--- src/rtl/uart_tx_arbiter.sv ---
// uart_tx_arbiter: shares one UART transmitter between four byte-wide requesters.
// A grant latches the requester's byte and pulses Tx_WR.
// The byte is then held while the transmitter's busy signal rises and falls.
// A frame is abandoned if busy never rises within TIMEOUT cycles.
// Build option UART_TX_ARB_FIXED_PRIO_EN selects fixed priority (req[0] highest)
// instead of the default round-robin.
module uart_tx_arbiter #(
   parameter int TIMEOUT = 16,
   parameter int CNT_W   = 5
) (
   input  logic        clk,
   input  logic        reset,
   input  logic        arb_en,
   input  logic [3:0]  req,
   input  logic [31:0] req_data,
   output logic [3:0]  req_ack,
   output logic [7:0]  tx_data,
   output logic        tx_wr,
   output logic        tx_en,
   input  logic        tx_busy,
   output logic [1:0]  grant_id,
   output logic        arb_busy,
   output logic        frame_done,
   output logic        err_timeout,
   input  logic        err_clr
);

   typedef enum logic [1:0] {
      IDLE      = 2'd0,
      ISSUE     = 2'd1,
      WAIT_BUSY = 2'd2,
      WAIT_DONE = 2'd3
   } state_e;

   state_e             state_q, state_d;
   logic [CNT_W-1:0]   cnt_q, cnt_d;
   logic [3:0]         req_ack_q, req_ack_d;
   logic [7:0]         tx_data_q, tx_data_d;
   logic               tx_wr_q, tx_wr_d;
   logic               tx_en_q, tx_en_d;
   logic [1:0]         grant_q, grant_d;
   logic               arb_busy_q, arb_busy_d;
   logic               frame_done_q, frame_done_d;
   logic               err_q, err_d;
`ifdef UART_TX_ARB_FIXED_PRIO_EN
`else
   logic [1:0]         last_q, last_d;
   logic [1:0]         cand;
`endif

   logic               sel_valid;
   logic [1:0]         sel_idx;
   logic               grant_now;
   logic               timeout_hit;

   // Pick the requester to serve if a grant happens this cycle
   always_comb begin
      // NOTE: every combinational output gets a default first so no path leaves it unassigned (no latch).
      sel_valid = 1'b0;
      sel_idx   = 2'd0;
`ifdef UART_TX_ARB_FIXED_PRIO_EN
      // Scan high to low so the lowest set index is the last writer and wins.
      for (int i = 3; i >= 0; i--) begin
         if (req[i]) begin
            sel_valid = 1'b1;
            sel_idx   = 2'(i);
         end
      end
`else
      cand = 2'd0;
      // Scan from the farthest candidate (last itself) to the nearest (last+1)
      // so the first one after the previous grant is the last writer and wins.
      for (int k = 4; k >= 1; k--) begin
         cand = last_q + 2'(k);
         if (req[cand]) begin
            sel_valid = 1'b1;
            sel_idx   = cand;
         end
      end
`endif
   end

   assign grant_now   = (state_q == IDLE) && arb_en && sel_valid;
   assign timeout_hit = (state_q == WAIT_BUSY) && !tx_busy &&
                        (cnt_q == CNT_W'(TIMEOUT - 1));

   // State register
   always_ff @(posedge clk or posedge reset) begin
      if (reset) begin
         // NOTE: sequential state uses non-blocking assignments so all flops update together at the edge.
         state_q <= IDLE;
      end else begin
         state_q <= state_d;
      end
   end

   // Next-state decode
   always_comb begin
      state_d = state_q;
      case (state_q)
         IDLE:      if (grant_now) state_d = ISSUE;
         ISSUE:     state_d = WAIT_BUSY;
         WAIT_BUSY: begin
            if (tx_busy)          state_d = WAIT_DONE;
            else if (timeout_hit) state_d = IDLE;
         end
         WAIT_DONE: if (!tx_busy) state_d = IDLE;
         default:   state_d = IDLE;
      endcase
   end

   // Next values of the registered outputs, counter and grant pointer
   always_comb begin
      req_ack_d    = 4'b0000;
      tx_wr_d      = 1'b0;
      frame_done_d = 1'b0;
      tx_data_d    = tx_data_q;
      tx_en_d      = tx_en_q;
      grant_d      = grant_q;
      cnt_d        = cnt_q;
      arb_busy_d   = (state_d != IDLE);
      // A timeout in the same cycle overrides the clear below.
      err_d        = err_clr ? 1'b0 : err_q;
`ifdef UART_TX_ARB_FIXED_PRIO_EN
`else
      last_d       = last_q;
`endif
      case (state_q)
         IDLE: begin
            if (grant_now) begin
               tx_data_d          = req_data[8*sel_idx +: 8];
               req_ack_d[sel_idx] = 1'b1;
               tx_wr_d            = 1'b1;
               tx_en_d            = 1'b1;
               grant_d            = sel_idx;
`ifdef UART_TX_ARB_FIXED_PRIO_EN
`else
               last_d             = sel_idx;
`endif
            end else begin
               tx_en_d = 1'b0;
            end
         end
         ISSUE: cnt_d = '0;
         WAIT_BUSY: begin
            if (timeout_hit) begin
               err_d   = 1'b1;
               tx_en_d = 1'b0;
            end else if (!tx_busy) begin
               cnt_d = cnt_q + 1'b1;
            end
         end
         WAIT_DONE: begin
            if (!tx_busy) begin
               frame_done_d = 1'b1;
               tx_en_d      = 1'b0;
            end
         end
         default: ;
      endcase
   end

   // Output, counter and pointer registers
   always_ff @(posedge clk or posedge reset) begin
      if (reset) begin
         req_ack_q    <= 4'b0000;
         tx_data_q    <= 8'h00;
         tx_wr_q      <= 1'b0;
         tx_en_q      <= 1'b0;
         grant_q      <= 2'd0;
         arb_busy_q   <= 1'b0;
         frame_done_q <= 1'b0;
         err_q        <= 1'b0;
         cnt_q        <= '0;
`ifdef UART_TX_ARB_FIXED_PRIO_EN
`else
         // Pointer starts at 3 so requester 0 is the first candidate.
         last_q       <= 2'd3;
`endif
      end else begin
         req_ack_q    <= req_ack_d;
         tx_data_q    <= tx_data_d;
         tx_wr_q      <= tx_wr_d;
         tx_en_q      <= tx_en_d;
         grant_q      <= grant_d;
         arb_busy_q   <= arb_busy_d;
         frame_done_q <= frame_done_d;
         err_q        <= err_d;
         cnt_q        <= cnt_d;
`ifdef UART_TX_ARB_FIXED_PRIO_EN
`else
         last_q       <= last_d;
`endif
      end
   end

   assign req_ack     = req_ack_q;
   assign tx_data     = tx_data_q;
   assign tx_wr       = tx_wr_q;
   assign tx_en       = tx_en_q;
   assign grant_id    = grant_q;
   assign arb_busy    = arb_busy_q;
   assign frame_done  = frame_done_q;
   assign err_timeout = err_q;

endmodule
--- config.mk ---
export PLATFORM = sky130hd
export DESIGN_NAME = uart_tx_arbiter
export DESIGN_NICKNAME = d
export VERILOG_FILES = /design/src/rtl/uart_tx_arbiter.sv
export SDC_FILE = /design/constraint.sdc
export NUM_CORES = 1
export LEC_CHECK = 0
export CAP_MARGIN = 20
export CELL_PAD_IN_SITES_DETAIL_PLACEMENT = 0
export CELL_PAD_IN_SITES_GLOBAL_PLACEMENT = 2
export CORE_MARGIN = 2
export CORE_UTILIZATION = 26
export DETAILED_ROUTE_END_ITERATION = 10
export MAX_ROUTING_LAYER = met4
export PLACE_DENSITY_LB_ADDON = 0.25
export RECOVER_POWER = 50
export SYNTH_ARGS = -nofsm -noshare
export SYNTH_HDL_FRONTEND = slang
export SYNTH_SLANG_ARGS = --single-unit
--- constraint.sdc ---
create_clock -name clk -period 2.42 [get_ports clk]
set_input_delay 0.484 -clock clk [delete_from_list [all_inputs] [get_ports clk]]
set_output_delay 0.484 -clock clk [all_outputs]
set_load 0.03 [all_outputs]
==> run metrics, run 1 <==
status finished with violations; violated checks max-capacitance violations, max-slew violations; worst r2r dst tx_data[6]; R2R Path Start state_q[0]; yosys warns 0; setup TNS 0 ps; worst reg2reg setup slack 350 ps; antenna diode count 0; Synth Net Count 197; post-cts resize count 0; H-Tree Level Count 1; peak fanout along the critical path 10; Final Wtd Congestion 0.762; number of DRC markers in iteration 0 52; clock root buffer sky130_fd_sc_hd__clkbuf_8; area grow syn2layout 45.2%; startpoint of the most critical setup path req[1]; Tightest Hold Check Type flop to flop; transition time of the tightest slew-check pin 1550 ps; kind of critical path input port to flop; total power 2240 uW; total count of max-transition violations in the final report 29; Port-buffer cells 59; number of failing setup endpoints in the final timing report 0; antenna violations before repair 0; number of buffers inserted to repair setup after CTS 0; deepest clock path buffer count 2; post-synthesis share of cell area spent on full adders, half adders and majority gates 1.56%; TritonCTS Buffers 3; clock slew at reported path FFs 90 ps; Residual DRC 0; sequential share of the synthesized area 43.9%; areal power density over the cells 962 nW/um^2; number of max-cap violations 1; Hold-fix buffers, CTS 0; aggregate routed wire length 4290 um; share of async-settable or async-resettable flops after synthesis 100%; share of final-layout standard cells stronger than drive strength 1 15.3%; setup repair after global routing missed its margin false; Routed WL per cell 14.7 um; worst supply voltage drop on vdd 0.000770 V; Final Worst Setup Slack 171 ps; top library cells by usage in the layout, fill and taps aside sky130_fd_sc_hd__clkdlybuf4s50_1 (56), sky130_fd_sc_hd__dfrtp_1 (26), sky130_fd_sc_hd__nor2_1 (18); Filler Cell Count 583; Vias 1371; iteration count of the initial detailed-routing pass 4; CTS tree built; post-synthesis xor/xnor area fraction 0%; worst skew pair latency 270 ps; full die area 6800 um^2; initial core utilization 27.0%; portion of the clock cycle consumed by the worst path in the final layout 92.9%; share of synthesized area spent on multiplexers 7.58%; Top FF cell, synth sky130_fd_sc_hd__dfrtp_1; Worst Setup End Kind flop; most common library cell in the layout ignoring fill and taps sky130_fd_sc_hd__clkdlybuf4s50_1; horizontal extent of the die 82.5 um; global-route wire length before repair 6490 um; data required time of the worst path 2530 ps; DP Worst Slack -92.0 ps; number of distinct standard cells referenced by the synthesized netlist 39; cell leakage power 0.000974 uW; length in cells of the worst reg-to-reg path 4; area fraction in compound gates after synthesis 24.6%; CP endpoint tx_data[6]; floorplan row count 28; Fin Hold WS 508 ps; clock net sink count 28; count of endpoints failing hold in the final timing report 0; largest net degree at the start of global routing 29; mean instance size in the synthesized netlist 10.4 um^2; worst hold path startpoint tx_en; vias per inst 4.71; Max transition margin -3.02%; main combinational cell family by area after synthesis compound AO/OA/AOI/OAI gates; Max Clk Rate 445 MHz; utilization of the core after routing 39.2%; Overflow after GRT 0; post-synthesis sequential element count 28; clock tree skew after final layout 3.21 ps; vertical extent of the die 82.5 um; netlist area before placement 1600 um^2; Worst Setup Start Kind input port; final critical-path required period 2250 ps; Final nets 260; WHS Path Cells 1; placed wire-length estimate after detailed placement 3310 um; core footprint 5920 um^2; gate count after technology mapping 154; number of antenna-violating nets in the routed design 0; arrival time at the worst endpoint 2360 ps; number of global-route vias before repair 1320; number of enable-type register cells in the synthesized netlist 0; simple-gate portion of the synthesized area 14.1%; total global-route track usage 12.9%; I/O pin total 60
## power by group
part | internal (uW) | switching (uW) | total [uW] | leakage (uW)
Sequential | 644 | 123 | 767 | 0.000343
Combinational | 538 | 675 | 1210 | 0.000609
Clock | 118 | 138 | 256 | 0.0000228
## cells in the mapped netlist (2+ instances only)
| library cell | count | share of area [%] |
|---|---|---|
| sky130_fd_sc_hd__buf_2 | 2 | 0.63 |
| sky130_fd_sc_hd__o21ai_0 | 7 | 2.2 |
| sky130_fd_sc_hd__nor2b_1 | 6 | 2.3 |
| sky130_fd_sc_hd__nand3_1 | 2 | 0.63 |
| sky130_fd_sc_hd__buf_6 | 3 | 2.1 |
| sky130_fd_sc_hd__nand2_1 | 4 | 0.94 |
| sky130_fd_sc_hd__and3_1 | 2 | 0.78 |
| sky130_fd_sc_hd__dfstp_2 | 2 | 3.3 |
| sky130_fd_sc_hd__a21oi_1 | 3 | 0.94 |
| sky130_fd_sc_hd__nand2b_1 | 2 | 0.78 |
| sky130_fd_sc_hd__dfrtp_1 | 26 | 41 |
| sky130_fd_sc_hd__inv_1 | 13 | 3.0 |
| sky130_fd_sc_hd__a211oi_2 | 16 | 13 |
| sky130_fd_sc_hd__mux2i_1 | 11 | 6.9 |
| sky130_fd_sc_hd__a21o_1 | 3 | 1.4 |
| sky130_fd_sc_hd__clkbuf_1 | 2 | 0.47 |
| sky130_fd_sc_hd__ha_1 | 2 | 1.6 |
| sky130_fd_sc_hd__a31oi_1 | 9 | 3.5 |
| sky130_fd_sc_hd__nor2_1 | 18 | 4.2 |
| sky130_fd_sc_hd__nor3_1 | 2 | 0.63 |
## critical path, stage by stage
cell and delay [ps]:
sky130_fd_sc_hd__clkdlybuf4s50_1 550, sky130_fd_sc_hd__or2_0 180, sky130_fd_sc_hd__o311a_1 180, sky130_fd_sc_hd__nor2b_1 800, sky130_fd_sc_hd__a211oi_2 160
## per-stage QoR
stage / cells / cell area [um^2]
5_1_grt: 291 / 2320
2_1_floorplan: 154 / 1600
3_3_place_gp: 287 / 2280
3_5_place_dp: 287 / 2280
6_report: 291 / 2320
4_1_cts: 291 / 2330
## registers in the layout (all words and copies together) (netlist names), 2 cells and up
signal,cells
last_q,2
cnt_q,5
state_q,2
req_ack,4
tx_data,8
grant_id,2
## worst min path at each step
| stage | to | slack (ps) |
|---|---|---|
| after detailed placement | tx_en | 490 |
| after floorplan | cnt_q[4] | 470 |
| final | tx_en | 510 |
| after global placement | tx_en | 480 |
| after CTS | tx_en | 510 |
| after global routing | tx_en | 520 |
## routing by layer
metal / vias up / wire, um / global-route usage [%]
met3: 2 / 237 / 2.93
met5: - / 0 / -
met4: 0 / 25 / 2.67
li1: 671 / - / -
met1: 661 / 1910 / 16.9
met2: 37 / 2110 / 20.5
## logic make-up (layout without fill, tap and decap cells)
logic type               count (synthesis)  in the layout
adder cells (fa/ha/maj)                  2              2
flip-flops                              28             28
AND/OR/NAND/NOR                         44             44
AO/OA/AOI/OAI                           45             45
multiplexers                            12             12
buffers and inverters                   23             85
## area by class of cell
class / count / area [um^2] / share of cell area (%)
flip-flops and latches: 28 / 703 / 30.3
clock buffers: 4 / 45.0 / 1.94
multi-input cells: 103 / 766 / 33.0
inverters: 13 / 48.8 / 2.10
well taps: 75 / 93.8 / 4.04
repair buffers: 68 / 667 / 28.7
(Power assumes the default switching activity.)
==> inputs of run 2 (changes only) <==
- CORE_MARGIN: 2 -> unset
==> run metrics, run 2 (synthesized netlist as in run 1, its figures left out) <==
status finished with violations (unchanged); violated checks max-capacitance violations, max-slew violations (unchanged); antenna violations before repair 0 (unchanged); antenna diode count 0 (unchanged); clock slew at reported path FFs 100 ps (was 90 ps); arrival time at the worst endpoint 2340 ps (was 2360 ps); total count of max-transition violations in the final report 29 (unchanged); number of DRC markers in iteration 0 61 (was 52); Internal Dissipation 1310 uW (was 1300 uW); final critical-path required period 2230 ps (was 2250 ps); largest incremental delay on the critical path 780 ps (was 800 ps); Seq pwr share 34.1% (was 34.3%); core footprint 5920 um^2 (unchanged); data required time of the worst path 2530 ps (about the same); TritonCTS Buffers 3 (unchanged); placed wire-length estimate after detailed placement 3170 um (was 3310 um); full die area 6470 um^2 (was 6800 um^2); Storage cell area 703 um^2 (unchanged); number of failing setup endpoints in the final timing report 0 (unchanged); Overflow after GRT 0 (unchanged); cell at the slowest stage of the critical path sky130_fd_sc_hd__nor2b_1 (unchanged); global-route wire length before repair 6560 um (was 6490 um); number of global-route vias before repair 1364 (was 1320); Tightest Hold Check Type flop to flop (unchanged); Residual DRC 0 (unchanged); Fin Hold WS 517 ps (was 508 ps); I/O pin total 60 (unchanged); iteration count of the initial detailed-routing pass 4 (unchanged); CTS tree built (unchanged); peak fanout along the critical path 10 (unchanged); Filler Cell Count 578 (was 583); top library cells by usage in the layout, fill and taps aside sky130_fd_sc_hd__clkdlybuf4s50_1 (57), sky130_fd_sc_hd__dfrtp_1 (26), sky130_fd_sc_hd__nor2_1 (18) (was sky130_fd_sc_hd__clkdlybuf4s50_1 (56), sky130_fd_sc_hd__dfrtp_1 (26), sky130_fd_sc_hd__nor2_1 (18)); areal power density over the cells 969 nW/um^2 (was 962 nW/um^2); Port-buffer cells 59 (unchanged); kind of cell adding the most delay to the critical path simple AND/OR/NAND/NOR gates (unchanged); horizontal extent of the die 80.5 um (was 82.5 um); vias per inst 4.69 (was 4.71); worst skew pair latency 270 ps (about the same); cell breakdown of the critical path clkdlybuf4s50_1 -> or2_0 -> o311a_1 -> nor2b_1 -> a211oi_2 (unchanged); Hold-fix buffers, CTS 0 (unchanged); floorplan row count 28 (unchanged); clock net sink count 28 (unchanged); Final Wtd Congestion 0.766 (was 0.762); Routed WL per cell 14.3 um (was 14.7 um); number of flip-flops in the largest register 8 (unchanged); combinational group share of total power 52.9% (was 54.3%); Worst Setup Start Kind input port (unchanged); net switching fraction of the power 41.6% (was 41.9%); Worst Setup End Kind flop (unchanged); transition time of the tightest slew-check pin 1540 ps (was 1550 ps); utilization of the core after routing 39.1% (was 39.2%); vertical extent of the die 80.5 um (was 82.5 um); count of endpoints failing hold in the final timing report 0 (unchanged); worst supply voltage drop on vdd 0.000540 V (was 0.000770 V); Vias 1366 (was 1371); setup repair after global routing missed its margin false (unchanged); number of antenna-violating nets in the routed design 0 (unchanged); Max transition margin -2.89% (was -3.02%); H-Tree Level Count 1 (unchanged); portion of the clock cycle consumed by the worst path in the final layout 92.0% (was 92.9%); Net Switching 933 uW (was 937 uW); aggregate routed wire length 4150 um (was 4290 um); fraction of power consumed by the clock network 13.0% (was 11.5%); post-cts resize count 0 (unchanged); number of buffers inserted to repair setup after CTS 0 (unchanged); clock root buffer sky130_fd_sc_hd__clkbuf_8 (unchanged); number of max-cap violations 1 (unchanged); share of final-layout standard cells stronger than drive strength 1 15.3% (unchanged); kind of critical path input port to flop (unchanged); clock tree skew after final layout 3.37 ps (was 3.21 ps); largest net degree at the start of global routing 29 (unchanged); Max Clk Rate 449 MHz (was 445 MHz); cell leakage power 0.000970 uW (was 0.000974 uW); Final nets 260 (unchanged); most common library cell in the layout ignoring fill and taps sky130_fd_sc_hd__clkdlybuf4s50_1 (unchanged); total global-route track usage 13.4% (was 12.9%); deepest clock path buffer count 2 (unchanged); crit path buf inv count 1 (unchanged); combined area of the multi-input logic cells 766 um^2 (unchanged); initial core utilization 27.0% (unchanged); area grow syn2layout 44.8% (was 45.2%)
run 2: final timing paths:
check / cells past startpoint / start / end / slack (ps)
min reg2reg: 1 / tx_en / tx_en / 520
min: 1 / tx_en / tx_en / 520
max in group asynchronous: 3 / reset / grant_id[1] / 480
max reg2reg: 4 / state_q[0] / tx_data[4] / 330
min in group asynchronous: 3 / reset / cnt_q[2] / 1040
max: 5 / req[1] / tx_data[4] / 190
run 2: through the flow:
stage               area (um^2)  total power, uW  setup TNS (ps)  std cells  setup slack, ps
floorplan                  1600             1570               0        154              674
global placement           2270             1940            -311        287            -37.7
detailed placement         2270             1980            -904        287             -105
CTS                        2320             2280               0        291              194
global route               2320             2400               0        291             55.9
finish                     2320             2250               0        291              194
run 2: power groups by stage:
stage          Combinational (uW)  Clock [uW]  Sequential (uW)
5_1_grt                      1280         327              787
4_1_cts                      1210         306              766
3_3_place_gp                 1180           0              765
2_1_floorplan                 600           0              966
3_5_place_dp                 1200           0              772
6_report                     1190         292              766
run 2: layer usage:
metal	global-route usage [%]	part of all wire, %	wire [um]
met5	-	0	0
met4	3.93	0.60	25
met3	1.82	4.6	190
met2	20.6	49	2010
met1	18.4	46	1920
run 2: cell type report:
class | count | share of cell area [%]
clock buffer | 4 | 2.38
sequential | 28 | 30.3
inverter | 13 | 2.11
timing repair buffer | 68 | 28.1
multi-input combinational | 103 | 33.0
tap | 75 | 4.05
==> inputs of run 3 (changes only) <==
- CTS_CLUSTER_DIAMETER: unset -> 40
==> results of run 3 <==
The final DEF is identical to that of run 2; final timing and power are the same.
